--- src/rtl/mem_stage_pkg.sv ---
// Shared definitions for the MEM pipeline stage of the 32-bit MIPS core.
//   - memSize encodings
//   - FSM state type
//   - bit positions inside the {regWrite, memToReg} WB field
//   - misalignment predicate, shared by the lane aligner and anything else that needs it
package mem_stage_pkg;

    localparam logic [1:0] SIZE_BYTE = 2'b00;
    localparam logic [1:0] SIZE_HALF = 2'b01;
    localparam logic [1:0] SIZE_WORD = 2'b10;
    localparam logic [1:0] SIZE_RSVD = 2'b11;

    typedef enum logic [1:0] {
        IDLE = 2'b00,
        BUSY = 2'b01,
        RESP = 2'b10
    } state_t;

    localparam int WB_REGWRITE = 1;
    localparam int WB_MEMTOREG = 0;

    // A half access needs addr[0]=0. A word access needs addr[1:0]=0.
    // The reserved size never reaches the bus.
    function automatic logic is_misaligned(input logic [1:0] size, input logic [1:0] addr_lo);
        logic bad;
        case (size)
            SIZE_BYTE: bad = 1'b0;
            SIZE_HALF: bad = addr_lo[0];
            SIZE_WORD: bad = |addr_lo;
            default:   bad = 1'b1;
        endcase
        return bad;
    endfunction

endpackage

--- src/rtl/mem_lane_align.sv ---
// Combinational lane handling for the data-memory port (little-endian).
// Ports:
//   addr_lo_i   low two address bits (lane select)
//   size_i      access size (byte/half/word/reserved)
//   unsigned_i  zero-extend loads instead of sign-extending them
//   wdata_i     store data from rt
//   rdata_i     buffered word read from memory
//   wdata_o     store data replicated to every lane
//   be_o        byte enables of the addressed lanes
//   rdata_o     selected lane, extended to 32 bits
//   misalign_o  the access is misaligned or uses the reserved size
module mem_lane_align
    import mem_stage_pkg::*;
(
    input  logic [1:0]  addr_lo_i,
    input  logic [1:0]  size_i,
    input  logic        unsigned_i,
    input  logic [31:0] wdata_i,
    input  logic [31:0] rdata_i,
    output logic [31:0] wdata_o,
    output logic [3:0]  be_o,
    output logic [31:0] rdata_o,
    output logic        misalign_o
);

    logic [7:0]  byte_sel;
    logic [15:0] half_sel;
    logic        byte_sx;
    logic        half_sx;

    always_comb begin
        case (addr_lo_i)
            2'd0:    byte_sel = rdata_i[7:0];
            2'd1:    byte_sel = rdata_i[15:8];
            2'd2:    byte_sel = rdata_i[23:16];
            default: byte_sel = rdata_i[31:24];
        endcase
        half_sel = addr_lo_i[1] ? rdata_i[31:16] : rdata_i[15:0];
    end

    assign byte_sx = ~unsigned_i & byte_sel[7];
    assign half_sx = ~unsigned_i & half_sel[15];

    always_comb begin
        wdata_o = wdata_i;
        be_o    = 4'b1111;
        rdata_o = rdata_i;
        case (size_i)
            SIZE_BYTE: begin
                wdata_o = {4{wdata_i[7:0]}};
                be_o    = 4'b0001 << addr_lo_i;
                rdata_o = {{24{byte_sx}}, byte_sel};
            end
            SIZE_HALF: begin
                wdata_o = {2{wdata_i[15:0]}};
                be_o    = addr_lo_i[1] ? 4'b1100 : 4'b0011;
                rdata_o = {{16{half_sx}}, half_sel};
            end
            default: ;
        endcase
    end

    assign misalign_o = is_misaligned(size_i, addr_lo_i);

endmodule

--- src/rtl/mem_access_stage.sv ---
// MEM stage of the 32-bit MIPS core, between EX_MEM and MEM_WB.
// Runs a req/ack handshake with a variable-latency data memory for loads and
// stores, stalls the upstream stages while an access is outstanding, and
// presents the extended load data plus pass-through fields to MEM_WB.
// Ports:
//   clock, reset          rising-edge clock, asynchronous active-high reset
//   aluResult/writeData   address (or ALU result) and store data from EX_MEM
//   destReg, WB           write-back register and {regWrite, memToReg}
//   memRead/memWrite      load / store request (mutually exclusive)
//   memSize, memUnsigned  access size and load extension mode
//   memReq/memWe/memAddr/memWdata/memBe/memRdata/memAck   data-memory port
//   stall                 hold EX_MEM and earlier stages
//   readData, aluResultOut, destRegOut, WBOut             to MEM_WB
//   excMisalign, excBusErr                                one-cycle exception pulses
module mem_access_stage
    import mem_stage_pkg::*;
#(
    parameter int TIMEOUT = 16
) (
    input  logic        clock,
    input  logic        reset,
    input  logic [31:0] aluResult,
    input  logic [31:0] writeData,
    input  logic [4:0]  destReg,
    input  logic        memRead,
    input  logic        memWrite,
    input  logic [1:0]  memSize,
    input  logic        memUnsigned,
    input  logic [1:0]  WB,
    input  logic [31:0] memRdata,
    input  logic        memAck,
    output logic        memReq,
    output logic        memWe,
    output logic [31:0] memAddr,
    output logic [31:0] memWdata,
    output logic [3:0]  memBe,
    output logic        stall,
    output logic [31:0] readData,
    output logic [31:0] aluResultOut,
    output logic [4:0]  destRegOut,
    output logic [1:0]  WBOut,
    output logic        excMisalign,
    output logic        excBusErr
);

    localparam int CW = $clog2(TIMEOUT + 1);

    state_t        state_q, state_d;
    logic [CW-1:0] cnt_q, cnt_d;
    logic [31:0]   ldbuf_q, ldbuf_d;
    logic          err_q, err_d;

    logic          mem_op;
    logic          misalign;
    logic [31:0]   wdata_rep;
    logic [3:0]    be_lanes;
    logic [31:0]   load_ext;

    logic          req_c;
    logic          stall_c;
    logic [1:0]    wb_c;
    logic          mis_c;
    logic          buserr_c;
    logic [31:0]   rd_c;

    mem_lane_align u_align (
        .addr_lo_i  (aluResult[1:0]),
        .size_i     (memSize),
        .unsigned_i (memUnsigned),
        .wdata_i    (writeData),
        .rdata_i    (ldbuf_q),
        .wdata_o    (wdata_rep),
        .be_o       (be_lanes),
        .rdata_o    (load_ext),
        .misalign_o (misalign)
    );

    assign mem_op = memRead | memWrite;

    always_comb begin
        state_d  = state_q;
        cnt_d    = cnt_q;
        ldbuf_d  = ldbuf_q;
        err_d    = err_q;
        req_c    = 1'b0;
        stall_c  = 1'b0;
        wb_c     = WB;
        mis_c    = 1'b0;
        buserr_c = 1'b0;
        rd_c     = '0;
        case (state_q)
            IDLE: begin
                cnt_d = '0;
                if (mem_op) begin
                    wb_c = 2'b00;
                    if (misalign) begin
                        mis_c = 1'b1;
                    end else begin
                        req_c   = 1'b1;
                        stall_c = 1'b1;
                        err_d   = 1'b0;
                        // The issue cycle already counts toward the timeout.
                        cnt_d   = CW'(1);
                        // A zero-wait memory may acknowledge in the issue cycle.
                        if (memAck) begin
                            if (memRead) ldbuf_d = memRdata;
                            state_d = RESP;
                        end else begin
                            state_d = BUSY;
                        end
                    end
                end
            end
            BUSY: begin
                req_c   = 1'b1;
                stall_c = 1'b1;
                wb_c    = 2'b00;
                cnt_d   = cnt_q + CW'(1);
                if (memAck) begin
                    if (memRead) ldbuf_d = memRdata;
                    state_d = RESP;
                end else if (cnt_q == CW'(TIMEOUT - 1)) begin
                    err_d   = 1'b1;
                    state_d = RESP;
                end
            end
            RESP: begin
                cnt_d   = '0;
                state_d = IDLE;
                if (err_q) begin
                    wb_c     = 2'b00;
                    buserr_c = 1'b1;
                end else if (memRead) begin
                    rd_c = load_ext;
                end
            end
            default: state_d = IDLE;
        endcase
    end

    always_ff @(posedge clock or posedge reset) begin
        if (reset) begin
            state_q <= IDLE;
            cnt_q   <= '0;
            ldbuf_q <= '0;
            err_q   <= 1'b0;
        end else begin
            state_q <= state_d;
            cnt_q   <= cnt_d;
            ldbuf_q <= ldbuf_d;
            err_q   <= err_d;
        end
    end

    // Reset masks the combinational outputs so an in-flight request drops at once,
    // even if EX_MEM is still presenting a memory operation.
    assign memReq       = req_c & ~reset;
    assign memWe        = req_c & memWrite & ~reset;
    assign memBe        = (req_c & ~reset) ? be_lanes : 4'b0000;
    assign memAddr      = {aluResult[31:2], 2'b00};
    assign memWdata     = wdata_rep;
    assign stall        = stall_c & ~reset;
    assign WBOut        = reset ? 2'b00 : wb_c;
    assign excMisalign  = mis_c & ~reset;
    assign excBusErr    = buserr_c & ~reset;
    assign readData     = rd_c;
    assign aluResultOut = aluResult;
    assign destRegOut   = destReg;

endmodule
--- config.mk ---
export PLATFORM = sky130hd
export DESIGN_NAME = mem_access_stage
export DESIGN_NICKNAME = d
export VERILOG_FILES = /design/src/rtl/mem_stage_pkg.sv /design/src/rtl/mem_lane_align.sv /design/src/rtl/mem_access_stage.sv
export SDC_FILE = /design/constraint.sdc
export NUM_CORES = 1
export LEC_CHECK = 0
export BUFFER_PORTS_ARGS = -buffer_cell sky130_fd_sc_hd__buf_2
export CORE_AREA = 2 2 98 100
export CTS_CLUSTER_DIAMETER = 100
export DETAILED_ROUTE_END_ITERATION = 10
export DIE_AREA = 0 0 100 102
export PLACE_DENSITY = 0.73
export SETUP_SLACK_MARGIN = 0.2
export SLEW_MARGIN = 5
export SYNTH_ARGS = -nofsm -noshare
export SYNTH_HDL_FRONTEND = slang
export SYNTH_SLANG_ARGS = --single-unit
--- constraint.sdc ---
create_clock -name clock -period 3.4 [get_ports clock]
set_input_delay 0.68 -clock clock [delete_from_list [all_inputs] [get_ports clock]]
set_output_delay 0.68 -clock clock [all_outputs]
set_load 0.01 [all_outputs]
# After elaboration in Yosys (flattened, before gate mapping)
# Cells that the tools add are included.
# totals
register_bits	40
in_bits	111
output_inout_bits	144
word_cells	79
# classes
addsub	1
eq_ne	12
n_shift	1
n_mux	42
n_bitwise	10
reduce_logical	9
# ops
cell	count
$mux 32	7
$pmux 32 s2	3
$pmux 8 s3	1
$mux 16	1
$mux 2	8
$pmux 5 s3	1
$mux 1	13
$mux 4	2
$ne 2x2->1 const B	4
$pmux 4 s2	1
$and 1x1->1	7
$eq 2x1->1 const B	3
$eq 2x2->1 const B	3
$logic_not 2->1	3
$pmux 2 s3	1
$reduce_and 3->1	2
$add 5x1->5 const B	1
$eq 5x4->1 const B	1
$reduce_and 5->1	1
$pmux 1 s2	2
$pmux 2 s2	1
$shl 1x2->4 const A	1
$ne 3x3->1 const B	1
$pmux 1 s3	1
other kinds (5)	6

# Longest topological paths before layout
# depth
word_depth	7
depth_mapped	7
depth_no_buf	7

# Hierarchy
# From an unflattened synthesis, not the netlist that was laid out.
# hier_totals
hier_cells	424
hier_area_um2	3957.5
# modules_own_cells
module	n_inst	cells_per_inst	area_each_um2	seq_area_each_um2
mem_access_stage	1	245	2670.1	1001.0
mem_lane_align	1	179	1287.5	0.0

# Worst setup path before layout
# OpenSTA, ideal clock, no wires.
# synth_path
kind	input port to output port
startpoint	input port reset
endpoint	output port memWe
arrival_ns	2.554
required_ns	2.720
slack_ns	0.166
cell_stages	4
cell_sequence	inv_1 > nand3b_1 > o21ai_0 > and2_1
# synth_between
elab_chain_len	2
# synth_lines
element	line	source
start, declared	mem_access_stage.sv:21	input logic reset,
$not 1->1	mem_access_stage.sv:158	assign memWe = req_c & memWrite & ~reset;
$and 1x1->1	mem_access_stage.sv:158	
end, declared	mem_access_stage.sv:33	output logic memWe,
# Every way passes these cells.

# Final worst setup path
# layout_path
startpoint	input port memSize[0]
endpoint	output port readData[22]
# layout_between
elab_chain_len	5
word_cells_on_any_way	6
cone_classes	eq/ne: 1; mux: 4; reduce/logical: 1
# layout_lines
element	line	source
start, declared	mem_access_stage.sv:27	input logic [1:0] memSize,
$eq 2x1->1 or $logic_not 2->1 (tied branches)	mem_lane_align.sv:48	case (size_i)
$pmux 32 s2 (*)	mem_lane_align.sv:48	
$mux 32 (*)	mem_access_stage.sv:133	end else if (memRead) begin
$mux 32 (*)	mem_access_stage.sv:130	if (err_q) begin
$mux 32 (*)	mem_access_stage.sv:91	case (state_q)
end, declared	mem_access_stage.sv:38	output logic [31:0] readData,
# Mark *: on every way between the ends. The rest lies on a longest branch, timed or not.

==> out/metrics.yaml <==
status: "completed"
clk_path_buf_depth: 2
route.antenna.remaining_nets: 0
crit_chain: "buf_2 > buf_4 > nor2b_1 > and2_1 > o21ai_4 > nand2_1 > buf_2"
io-pin-count: 255
synth_edf_count: 0
crit_fanout: 16
grt_setup_unrepaired: "false"
place_congestion: 0.976
rows: 35
slew-limit-headroom: 0.653
grt_use_total: 0.189
crit_top_cell: "buf_2"
cts.sinks: 40
cp.required_ns: 2.72
hp-class: "input pin to async pin"
worstSkewPairLatency_ns: 0.30
io_buffers: 152
h-tree-depth: 2
overflow: 0
cts_resized: 0
fin_worst_skew_ns: 0.00488
postCtsSetupRepairBufs: 0
ys_async_sr_fraction: 1.00
drc: 0
grt_pass1_vias: 2875
yosys_warnings: 0
fmax_mhz: 346
arrival_ns: 2.21
detail_route.iter0.violations: 223
start_util: 0.384
postSynthAreaPerCell_um2: 8.95
fin_setup_tns_ns: 0
crit_type: "input pin to output pin"
die-height_um: 102
antenna_cells: 0
dr.pass1.iters: 5
wl_per_cell_um: 17.5
maxCapViolations: 0
dp_slack_ns: 0.541
synthCells: 391
nFillCells: 938
vias_per_cell: 5.34
slowest_stage: "o21ai_4"
area_growth_pct: 10.6
cts_tree: "done"
antenna_found_initial: 0
wirelength_mm: 10.0
fp.coreArea_um2: 9110
fin_crit_ns: 2.89
grt_max_degree: 38
slew_violations: 0
dr_total_vias: 3062
nets: 578
drive_gt1_frac: 0.487
tightest_slew_ns: 0.520
hold_buffers: 0
die_x_um: 100
cp-start-kind: "input pin"
synth_seq_cells: 40
powerDensity_nw_per_um2: 564
post-route-period-util: 0.849
synth_ff_type: "dfrtp_1"
ir_drop_mv: 0.306
setup_violations: 0
critPathMaxStageDelay_ns: 0.41
ys_seq_area_frac: 0.286
dp_hpwl_mm: 8.05
synth_cell_types: 50
syn_area_um2: 3500
timing.final.ws_setup_ns: 0.512
clk_pin_slew_ns: 0.08
p_leak_nw: 2.01
cts_buffers: 5
clockRootBuffer: "clkbuf_8"
critPathCaptureType: "output pin"
hold_viol: 0
dieArea_um2: 10200
grt_first_pass_wirelength_mm: 15.0
## report_power, final
part | internal (mW) | switching [mW] | leakage, nW
Combinational | 0.456 | 0.472 | 1.47
Clock | 0.221 | 0.179 | 0.0548
Sequential | 0.687 | 0.168 | 0.488
## final timing paths
kind                       startpoint            to  slack (ns)  depth (start not counted)
hold reg to reg            ldbuf_q[4]    ldbuf_q[4]        0.51                          1
setup reg to reg           state_q[1]   ldbuf_q[30]        1.32                          6
max in group asynchronous       reset   ldbuf_q[27]        2.42                          3
hold / removal                  reset    state_q[1]        0.30                          2
setup / recovery           memSize[0]  readData[22]        0.51                          7
min in group clock         ldbuf_q[4]    ldbuf_q[4]        0.51                          1
## kinds of logic (layout without fill, tap and decap cells)
group / count (synthesis) / after routing / synth area share
other: 1 / 2 / 0.00107
buffers and inverters: 116 / 186 / 0.222
adder cells (fa/ha/maj): 6 / 6 / 0.0215
AO/OA/AOI/OAI: 66 / 66 / 0.142
XOR/XNOR: 1 / 1 / 0.00250
AND/OR/NAND/NOR: 102 / 102 / 0.138
multiplexers: 59 / 59 / 0.187
flip-flops: 40 / 40 / 0.286
## layout make-up
| type | count | area [um2] | area share |
|---|---|---|---|
| multi-input cells | 236 | 1720 | 0.445 |
| flip-flops and latches | 40 | 1000 | 0.259 |
| repair buffers | 160 | 821 | 0.212 |
| well taps | 111 | 139 | 0.0359 |
| inverters | 18 | 71.3 | 0.0184 |
| clock buffers | 5 | 68.8 | 0.0178 |
| clock inverters | 3 | 46.3 | 0.0120 |
## critical path: cells and delay by family
family / cells / cell delay [ns]
simple gates: 3 / 0.48
compound gates: 1 / 0.41
buf+inv: 3 / 0.63
## cell usage after synthesis (all sizes together), types with 2 or more instances
cell / number / area, um2
inv: 18 / 67.6
a222oi: 7 / 70.1
o22ai: 3 / 18.8
o21bai: 2 / 15.0
nor3b: 3 / 38.8
a21oi: 8 / 55.1
a22o: 2 / 26.3
a221oi: 8 / 76.3
o21ai: 22 / 121
nand2: 62 / 233
buf: 92 / 688
nand3: 4 / 20.0
a21o: 4 / 30.0
and3: 2 / 12.5
nand3b: 2 / 15.0
nor2: 15 / 66.3
ha: 6 / 75.1
nor3: 7 / 51.3
dfrtp: 40 / 1000
clkbuf: 6 / 22.5
and2: 4 / 25.0
o22a: 2 / 17.5
mux2: 50 / 563
mux2i: 9 / 90.1
nor2b: 2 / 12.5
o31ai: 2 / 15.0
## metrics by stage
stage,utilization,power [mW],hold slack [ns],cell area (um2),std cells
global route,0.425,2.34,0.301,3870,573
CTS,0.425,2.20,0.296,3870,573
global placement,0.412,1.77,0.466,3750,565
detailed placement,0.412,1.79,0.484,3750,565
floorplan,-,1.57,0.452,3510,392
finish,0.425,2.18,0.300,3870,573
## registers in the layout (all words and copies together) (netlist names)
signal and count:
ldbuf_q 32, cnt_q 5, state_q 2, err_q 1
## cells in the final DEF (no fill, tap or decap), types with 3 or more instances in the layout
cell type  count
a21o_1         4
a21oi_1        6
o21ai_0       20
inv_1         17
nor3_1         5
mux2_1         5
buf_4          8
ha_1           6
clkbuf_8       5
mux2_2        45
a221oi_1       7
nor2_1        13
a222oi_1       7
buf_2        152
dfrtp_1       40
nand3_1        4
nand2_1       62
mux2i_1        9
and2_1         4
o22ai_1        3
## metal layers
metal | vias up | GRT usage | wire, um
met1 | 1457 | 0.212 | 3600
met5 | - | 0 | 0
li1 | 1410 | - | -
met4 | 0 | 0.132 | 602
met2 | 146 | 0.313 | 5090
met3 | 49 | 0.0513 | 756
Power figures use the tool's default switching activity.
